==> src/rtl/dec_hamming_if.sv <==
// Valid/ready stream bundle for the Hamming(7,4) decoder: codeword in, corrected word out.
// master = producer/consumer side, slave = the decoder itself.
interface dec_hamming_if;
  logic       in_valid;
  logic       in_ready;
  logic [6:0] in_code;
  logic       out_valid;
  logic       out_ready;
  logic [3:0] out_data;
  logic       out_err;
  logic [2:0] out_syndrome;

  modport master (
    output in_valid, in_code, out_ready,
    input  in_ready, out_valid, out_data, out_err, out_syndrome
  );

  modport slave (
    input  in_valid, in_code, out_ready,
    output in_ready, out_valid, out_data, out_err, out_syndrome
  );
endinterface

==> src/rtl/dec_hamming.sv <==
// Two-stage pipelined Hamming(7,4) single-error corrector with valid/ready on both sides
// and a saturating count of corrected words delivered downstream.
module dec_hamming #(
  parameter int unsigned CNT_W = 8
) (
  input  logic             clk,
  input  logic             rst,
  dec_hamming_if.slave     bus,
  input  logic             clr_count,
  output logic [CNT_W-1:0] err_count
);

  localparam logic [CNT_W-1:0] CNT_MAX = {CNT_W{1'b1}};

  logic             s2_adv;
  logic             s1_adv;
  logic [2:0]       syn_in;
  logic [7:0]       flip_onehot;
  logic [6:0]       corr_code;

  logic             s1_valid_q, s1_valid_d;
  logic [6:0]       s1_code_q,  s1_code_d;
  logic [2:0]       s1_syn_q,   s1_syn_d;
  logic             s2_valid_q, s2_valid_d;
  logic [3:0]       s2_data_q,  s2_data_d;
  logic             s2_err_q,   s2_err_d;
  logic [2:0]       s2_syn_q,   s2_syn_d;
  logic [CNT_W-1:0] err_count_q, err_count_d;

  assign s2_adv      = ~s2_valid_q | bus.out_ready;
  assign s1_adv      = ~s1_valid_q | s2_adv;
  assign bus.in_ready = s1_adv;

  assign syn_in[0] = bus.in_code[0] ^ bus.in_code[2] ^ bus.in_code[4] ^ bus.in_code[6];
  assign syn_in[1] = bus.in_code[1] ^ bus.in_code[2] ^ bus.in_code[5] ^ bus.in_code[6];
  assign syn_in[2] = bus.in_code[3] ^ bus.in_code[4] ^ bus.in_code[5] ^ bus.in_code[6];

  // A zero syndrome shifts the one-hot into bit 0, which is dropped, so nothing flips.
  assign flip_onehot = 8'd1 << s1_syn_q;
  assign corr_code   = s1_code_q ^ flip_onehot[7:1];

  always_comb begin
    s1_valid_d  = s1_valid_q;
    s1_code_d   = s1_code_q;
    s1_syn_d    = s1_syn_q;
    s2_valid_d  = s2_valid_q;
    s2_data_d   = s2_data_q;
    s2_err_d    = s2_err_q;
    s2_syn_d    = s2_syn_q;
    err_count_d = err_count_q;

    if (s1_adv) begin
      s1_valid_d = bus.in_valid;
      if (bus.in_valid) begin
        s1_code_d = bus.in_code;
        s1_syn_d  = syn_in;
      end
    end

    if (s2_adv) begin
      s2_valid_d = s1_valid_q;
      if (s1_valid_q) begin
        s2_data_d = {corr_code[6], corr_code[5], corr_code[4], corr_code[2]};
        s2_err_d  = (s1_syn_q != 3'd0);
        s2_syn_d  = s1_syn_q;
      end
    end

    if (clr_count) begin
      err_count_d = '0;
    end else if (s2_valid_q && bus.out_ready && s2_err_q && (err_count_q != CNT_MAX)) begin
      err_count_d = err_count_q + CNT_W'(1);
    end
  end

  always_ff @(posedge clk) begin
    if (rst) begin
      s1_valid_q  <= 1'b0;
      s1_code_q   <= '0;
      s1_syn_q    <= '0;
      s2_valid_q  <= 1'b0;
      s2_data_q   <= '0;
      s2_err_q    <= 1'b0;
      s2_syn_q    <= '0;
      err_count_q <= '0;
    end else begin
      s1_valid_q  <= s1_valid_d;
      s1_code_q   <= s1_code_d;
      s1_syn_q    <= s1_syn_d;
      s2_valid_q  <= s2_valid_d;
      s2_data_q   <= s2_data_d;
      s2_err_q    <= s2_err_d;
      s2_syn_q    <= s2_syn_d;
      err_count_q <= err_count_d;
    end
  end

  // Output fields read as zero whenever no word is presented.
  assign bus.out_valid    = s2_valid_q;
  assign bus.out_data     = s2_valid_q ? s2_data_q : 4'd0;
  assign bus.out_err      = s2_valid_q ? s2_err_q  : 1'b0;
  assign bus.out_syndrome = s2_valid_q ? s2_syn_q  : 3'd0;
  assign err_count        = err_count_q;

endmodule

==> src/flat_wrapper.sv <==
// flat-port wrapper written by rule: the top's interface ports become plain ports
module dec_hamming_flat 
#(
  parameter int unsigned CNT_W = 8
)
  (clk, rst, clr_count, err_count, bus_in_valid, bus_in_code, bus_out_ready, bus_in_ready, bus_out_valid, bus_out_data, bus_out_err, bus_out_syndrome);
  dec_hamming_if bus_i ();
  input  logic clk;
  input  logic rst;
  input  logic clr_count;
  output logic [CNT_W-1:0] err_count;
  input wire logic [$bits(bus_i.in_valid)-1:0] bus_in_valid;
  input wire logic [$bits(bus_i.in_code)-1:0] bus_in_code;
  input wire logic [$bits(bus_i.out_ready)-1:0] bus_out_ready;
  output wire logic [$bits(bus_i.in_ready)-1:0] bus_in_ready;
  output wire logic [$bits(bus_i.out_valid)-1:0] bus_out_valid;
  output wire logic [$bits(bus_i.out_data)-1:0] bus_out_data;
  output wire logic [$bits(bus_i.out_err)-1:0] bus_out_err;
  output wire logic [$bits(bus_i.out_syndrome)-1:0] bus_out_syndrome;
  assign bus_i.in_valid = bus_in_valid;
  assign bus_i.in_code = bus_in_code;
  assign bus_i.out_ready = bus_out_ready;
  assign bus_in_ready = bus_i.in_ready;
  assign bus_out_valid = bus_i.out_valid;
  assign bus_out_data = bus_i.out_data;
  assign bus_out_err = bus_i.out_err;
  assign bus_out_syndrome = bus_i.out_syndrome;
  dec_hamming #(.CNT_W(CNT_W)) u_core (.clk(clk), .rst(rst), .bus(bus_i), .clr_count(clr_count), .err_count(err_count));
endmodule
==> config.mk <==
export PLATFORM = sky130hd
export DESIGN_NAME = dec_hamming_flat
export DESIGN_NICKNAME = d
export VERILOG_FILES = /design/src/rtl/dec_hamming_if.sv /design/src/rtl/dec_hamming.sv /design/src/flat_wrapper.sv
export SDC_FILE = /design/constraint.sdc
export NUM_CORES = 1
export LEC_CHECK = 0
export ABC_AREA = 1
export ABC_CLOCK_PERIOD_IN_PS = 1400
export CAP_MARGIN = 10
export CORE_MARGIN = 5
export CORE_UTILIZATION = 51
export CTS_BUF_LIST = sky130_fd_sc_hd__clkbuf_4 sky130_fd_sc_hd__clkbuf_8
export DETAILED_ROUTE_END_ITERATION = 7
export PLACE_DENSITY_LB_ADDON = 0.15
export SKIP_CTS_REPAIR_TIMING = 1
export SLEW_MARGIN = 5
export SYNTH_ARGS = -nofsm -noshare
export SYNTH_HDL_FRONTEND = slang
export SYNTH_SLANG_ARGS = --single-unit
==> constraint.sdc <==
create_clock -name clk -period 1.4 [get_ports clk]
set_input_delay 0.28 -clock clk [delete_from_list [all_inputs] [get_ports clk]]
set_output_delay 0.28 -clock clk [all_outputs]
set_load 0.005 [all_outputs]
==> impl_metrics.yaml, run 1 <==
finish:
  nets: 238
  nFillCells: 185
  final_cell_mix: "29 x sky130_fd_sc_hd__nand2_1, 21 x sky130_fd_sc_hd__nor2_1, 19 x sky130_fd_sc_hd__inv_1, 18 x sky130_fd_sc_hd__a21oi_1, 18 x sky130_fd_sc_hd__buf_4"
  diodes: 0
  flow.area_growth_from_synthesis_pct: 43.7
  fin_util_pct: 75.8
  instances_no_fill: 254
  leading_cell_type_in_the_layout_fill_and_taps_excluded: "sky130_fd_sc_hd__nand2_1"
  final_layout_size_suffix_gt1_share_pct: 24.1
setup_path:
  path_common_cell: "sky130_fd_sc_hd__buf_6"
  start_kind: "flop"
  worstPathCellList: "buf_6 > buf_6 > nand2_4 > inv_2 > clkbuf_2"
  timing.critical_path.slowest_cell_delay_ps: 350
  cp-end-kind: "output pin"
  worstPathMaxFanout: 7
  worstPathRequired_ps: 1120
  worstPathArrival_ps: 1120
  worst-r2r-setup-slack_ps: 40
  worst-setup-path-type: "flop to output pin"
  worst_path_slowest_cell: "sky130_fd_sc_hd__dfxtp_2"
power:
  p_leak_nw: 1.06
  vdd_ir_drop_max_mv: 0.782
  p_total_mw: 1.29
  powerDensity_nw_per_um2: 698
floorplan:
  floorplan.core_area_sq_um: 2430
  start_util_pct: 52.7
  die_width_um: 60.1
  floorplan.io_pins: 30
  die_h_um: 60.1
  core.rowCount: 18
  die_area_sq_um: 3620
drt:
  route.detailed.drc: 0
  drt_pre_antenna_iters: 4
  route.vias.total: 1255
  antenna_violating_nets_post_route: 0
  viasPerCell: 4.94
  drt-wirelength-per-cell_um: 11.4
  drt_iter0_markers: 40
  wl_um: 2900
place:
  buffer_ports.inserted: 29
  number_of_instances_in_the_placed_design: 237
  detailed_placement_wirelength_estimate_um: 2120
  place_congestion: 0.758
clock_tree:
  cts.htree.levels: 1
  numCtsBuffers: 3
  clock_slew_seen_by_the_registers_of_the_worst_setup_and_hold_paths_ps: 140
  tritoncts: "done"
  cts_max_path_buffers: 2
  clockRootBuffer: "sky130_fd_sc_hd__clkbuf_4"
  clock_sink_count: 25
  insertion_delay_ps: 320
worst_hold_path:
  worst_hold_path_type: "flop to flop"
status:
  violations_in_the_final_reports: "negative setup slack"
  run_status: "finished with violations"
timing:
  setup_violations: 1
  period_minus_slack_ps: 1400
  worst-slew-pin-transition_ps: 328
  max_slew_violations: 0
  post-route-period-util_pct: 100
  timing_hold_violations_final: 0
  finClkSkew_ps: 7.79
  final.hold.worst_slack_ps: 511
  unrepaired_setup_endpoints_after_global_routing: "yes"
  post-route-worst-setup-slack_ps: -3.81
  peak_clock_frequency_supported_by_timing_ghz: 0.712
  slew-limit-headroom_pct: 78.1
logic_synthesis:
  ys_seq_elements: 25
  yosys_warnings: 0
  netlist_instances: 174
  postSynthNetCount: 187
  netlist-cell-type-count: 24
  syn-mean-instance-area_sq_um: 7.37
  mappedNetlistArea_sq_um: 1280
  sequential_share_of_the_synthesized_area_pct: 39.0
grt:
  grt_max_degree: 15
  grt_antenna_before_repair: 0
  via_count_of_the_first_global_routing_pass: 1117
  grt-ovfl-total: 0
  wire_length_of_the_first_global_routing_pass_um: 4700
  globalRouteTotalUtil_pct: 17.1
job:
  max_capacitance_violation_total: 0
-- power breakdown --
part | internal, mW | switching (mW) | total [mW]
sequential | 0.737 | 0.0265 | 0.763
combinational | 0.0989 | 0.0991 | 0.198
clock | 0.107 | 0.218 | 0.325
-- Yosys cell counts --
master                     count  area share, %
sky130_fd_sc_hd__a211oi_2      1           0.98
sky130_fd_sc_hd__a21oi_1      18            7.0
sky130_fd_sc_hd__a31oi_1       1           0.49
sky130_fd_sc_hd__buf_6         2            1.8
sky130_fd_sc_hd__clkbuf_1      1           0.29
sky130_fd_sc_hd__dfxtp_1      25             39
sky130_fd_sc_hd__ha_1          1           0.98
sky130_fd_sc_hd__inv_1        20            5.9
sky130_fd_sc_hd__inv_2         3           0.88
sky130_fd_sc_hd__inv_4         1           0.49
sky130_fd_sc_hd__nand2_1      29            8.5
sky130_fd_sc_hd__nand2_2       5            2.4
sky130_fd_sc_hd__nand2_4       2            1.8
sky130_fd_sc_hd__nand3_1       8            3.1
sky130_fd_sc_hd__nand3_2       1           0.78
sky130_fd_sc_hd__nor2_1       22            6.4
sky130_fd_sc_hd__nor2_4        2            1.8
sky130_fd_sc_hd__nor2_8        1            1.6
sky130_fd_sc_hd__o21ai_0       8            3.1
sky130_fd_sc_hd__o21ai_1       8            3.1
sky130_fd_sc_hd__or2_0         2           0.98
sky130_fd_sc_hd__or2_1         1           0.49
sky130_fd_sc_hd__xnor2_1       5            3.4
sky130_fd_sc_hd__xor2_1        7            4.8
-- cell type report --
| cell class | count | area, sq um | share of cell area [%] |
|---|---|---|---|
| tap | 30 | 37.5 | 2.04 |
| clock inverter | 1 | 5.00 | 0.272 |
| sequential | 25 | 527 | 28.6 |
| multi-input combinational | 122 | 678 | 36.8 |
| clock buffer | 3 | 22.5 | 1.22 |
| timing repair buffer | 49 | 478 | 25.9 |
| inverter | 24 | 95.1 | 5.16 |
-- per-layer routing --
layer	up-vias	share of wire (%)	global-route usage (%)
li1	651	-	-
met1	564	44	21.1
met2	38	48	29.2
met3	2	6.7	4.75
met4	0	0.65	3.80
met5	-	0	0
-- metrics by stage --
step	setup WS, ps	area (sq um)	TNS (ps)
2_1_floorplan	188	1280	0
3_3_place_gp	-255	1640	-2960
3_5_place_dp	-273	1640	-3560
4_1_cts	-361	1660	-4470
5_1_grt	-57.4	1840	-142
6_report	-3.81	1840	-3.81
-- cells by family (layout without fill, tap and decap cells) --
group                      Yosys count  count (layout)  synth area share, %
DFF                                 25              25                 39.0
adders and majority gates            1               1                0.975
buffers and inverters               27              77                 9.27
AOI/OAI and AO/OA                   36              36                 14.7
xor gates and xnor gates            12              12                 8.20
and+or+nand+nor                     73              73                 27.8
-- critical path, delay by kind of cell (launching register included) --
kind | cells | cell delay (ps)
buf+inv | 4 | 360
flops | 1 | 350
simple gates | 1 | 80
-- registers in the layout, indices dropped and copies added (netlist names) --
signal	count
u_core.err_count	8
u_core.s1_code_q	4
u_core.s2_data_q	4
u_core.s1_syn_q	3
u_core.s2_syn_q	3
u_core.bus.out_valid	1
u_core.s1_valid_q	1
u_core.s2_err_q	1
-- worst paths after layout --
kind	start	cells after the start	endpoint
setup / recovery	u_core.bus.out_valid	5	bus_out_err
hold / removal	u_core.s1_code_q[2]	2	u_core.s1_code_q[2]
hold reg to reg	u_core.s1_code_q[2]	2	u_core.s1_code_q[2]
setup reg to reg	u_core.err_count[1]	9	u_core.err_count[2]
Note: power is estimated with default switching activity, not from simulation.
==> run 2, diff against run 1 <==
--- a/config.mk
+++ b/config.mk
@@ -6,10 +6,10 @@
 export NUM_CORES = 1
 export LEC_CHECK = 0
 export ABC_AREA = 1
-export ABC_CLOCK_PERIOD_IN_PS = 1400
+export ABC_CLOCK_PERIOD_IN_PS = 1500
 export CAP_MARGIN = 10
 export CORE_MARGIN = 5
-export CORE_UTILIZATION = 51
+export CORE_UTILIZATION = 40
 export CTS_BUF_LIST = sky130_fd_sc_hd__clkbuf_4 sky130_fd_sc_hd__clkbuf_8
 export DETAILED_ROUTE_END_ITERATION = 7
 export PLACE_DENSITY_LB_ADDON = 0.15
==> constraint.sdc (replaced) <==
create_clock -name clk -period 1.5 [get_ports clk]
set_input_delay 0.3 -clock clk [delete_from_list [all_inputs] [get_ports clk]]
set_output_delay 0.3 -clock clk [all_outputs]
set_load 0.005 [all_outputs]
==> impl_metrics.yaml, run 2 (same netlist as run 1, synthesis figures left out) <==
status:
  run_status: "finished with violations"
  violations_in_the_final_reports: "negative setup slack"
grt:
  grt_antenna_before_repair: 0
  grt_max_degree: 15
  wire_length_of_the_first_global_routing_pass_um: 4470
  via_count_of_the_first_global_routing_pass: 1062
  grt-ovfl-total: 0
  globalRouteTotalUtil_pct: 12.6
worst_hold_path:
  holdPathEnd: "u_core.s1_valid_q"
  hold-path-cell-count: 5
  worst_hold_startpoint: "bus_out_ready"
  worst_hold_path_type: "input pin to flop"
finish:
  leading_cell_type_in_the_layout_fill_and_taps_excluded: "sky130_fd_sc_hd__nand2_1"
  flow.area_growth_from_synthesis_pct: 40.7
  largest_register_ffs: 8
  nFillCells: 297
  diodes: 0
  final_cell_mix: "29 x sky130_fd_sc_hd__nand2_1, 22 x sky130_fd_sc_hd__nor2_1, 20 x sky130_fd_sc_hd__inv_1, 18 x sky130_fd_sc_hd__a21oi_1, 17 x sky130_fd_sc_hd__dfxtp_1"
  instances_no_fill: 262
  nets: 232
  final_layout_size_suffix_gt1_share_pct: 19.3
setup_path:
  worstPathArrival_ps: 1360
  worst_r2r_startpoint: "u_core.err_count[0]"
  cp-end-kind: "output pin"
  reg2reg_to: "u_core.err_count[4]"
  worstPathMaxFanout: 6
  worst-r2r-setup-slack_ps: 200
  worstPathRequired_ps: 1200
  worst-r2r-cell-count: 8
  start_kind: "flop"
  worst-setup-path-type: "flop to output pin"
drt:
  drt_iter0_markers: 25
  viasPerCell: 4.60
  antenna_violating_nets_post_route: 0
  drt-wirelength-per-cell_um: 10.3
  drt_pre_antenna_iters: 4
  route.vias.total: 1206
  wl_um: 2710
  route.detailed.drc: 0
timing:
  max_slew_violations: 0
  post-route-worst-setup-slack_ps: -156
  setup_violations: 1
  final.hold.worst_slack_ps: 401
  setup-tns-final_ps: -156
  timing_hold_violations_final: 0
  unrepaired_setup_endpoints_after_global_routing: "yes"
  finClkSkew_ps: 4.80
  peak_clock_frequency_supported_by_timing_ghz: 0.604
  period_minus_slack_ps: 1660
  worst-slew-pin-transition_ps: 351
  post-route-period-util_pct: 110
  slew-limit-headroom_pct: 76.6
power:
  vdd_ir_drop_max_mv: 0.304
  p_leak_nw: 1.02
  p_total_mw: 1.21
  powerDensity_nw_per_um2: 671
place:
  detailed_placement_wirelength_estimate_um: 2060
  buffer_ports.inserted: 29
  place_congestion: 0.830
  number_of_instances_in_the_placed_design: 253
  dp_worst_setup_slack_ps: -209
clock_tree:
  insertion_delay_ps: 310
  cts_max_path_buffers: 2
  numCtsBuffers: 3
  clockRootBuffer: "sky130_fd_sc_hd__clkbuf_4"
  cts.htree.levels: 1
  tritoncts: "done"
  clock_sink_count: 25
  clock_slew_seen_by_the_registers_of_the_worst_setup_and_hold_paths_ps: 130
floorplan:
  core.rowCount: 20
  die_width_um: 66.6
  start_util_pct: 42.0
  die_h_um: 66.6
  die_area_sq_um: 4440
  floorplan.io_pins: 30
  floorplan.core_area_sq_um: 3050
job:
  max_capacitance_violation_total: 0
## run 2: routing by layer
metal / vias up / global-route usage [%] / wire [um]
li1: 635 / - / -
met1: 536 / 17.6 / 1330
met2: 30 / 19.4 / 1200
met3: 5 / 2.19 / 138
met4: 0 / 4.57 / 35
met5: - / 0 / 0
## run 2: cell type report
type                    count  area, sq um  share of cell area, %
well taps                  44         55.1                   3.05
flip-flops and latches     25          520                   28.8
clock buffers               4         30.0                   1.66
repair buffers             43          443                   24.5
inverters                  24         92.6                   5.13
multi-input cells         122          663                   36.8
## run 2: critical path: stages (launching register included)
cell and delay, ps:
sky130_fd_sc_hd__dfxtp_2 360, sky130_fd_sc_hd__buf_6 110, sky130_fd_sc_hd__nand2_1 40, sky130_fd_sc_hd__inv_1 40, sky130_fd_sc_hd__clkdlybuf4s50_1 480
## run 2: metrics by stage
stage	utilization [%]	cell area [sq um]
floorplan	-	1280
CTS	55.7	1700
detailed placement	54.7	1670
finish	59.1	1800
global placement	54.7	1670
global route	59.1	1800
## run 2: worst max path at each step
stage / start / endpoint / slack, ps / depth (start not counted)
after global routing: u_core.bus.out_valid / bus_out_data[2] / -270 / 4
final: u_core.bus.out_valid / bus_out_data[2] / -160 / 4
after global placement: bus_out_ready / bus_in_ready / -190 / 4
after floorplan: u_core.err_count[0] / u_core.err_count[0] / 290 / 8
after detailed placement: bus_out_ready / bus_in_ready / -210 / 4
after CTS: u_core.bus.out_valid / bus_out_err / -250 / 4
## run 2: power by group
group	internal, mW	leakage (nW)	switching, mW
logic	0.0919	0.791	0.0925
registers	0.691	0.210	0.0254
clock network	0.122	0.0184	0.188
total	0.905	1.02	0.305
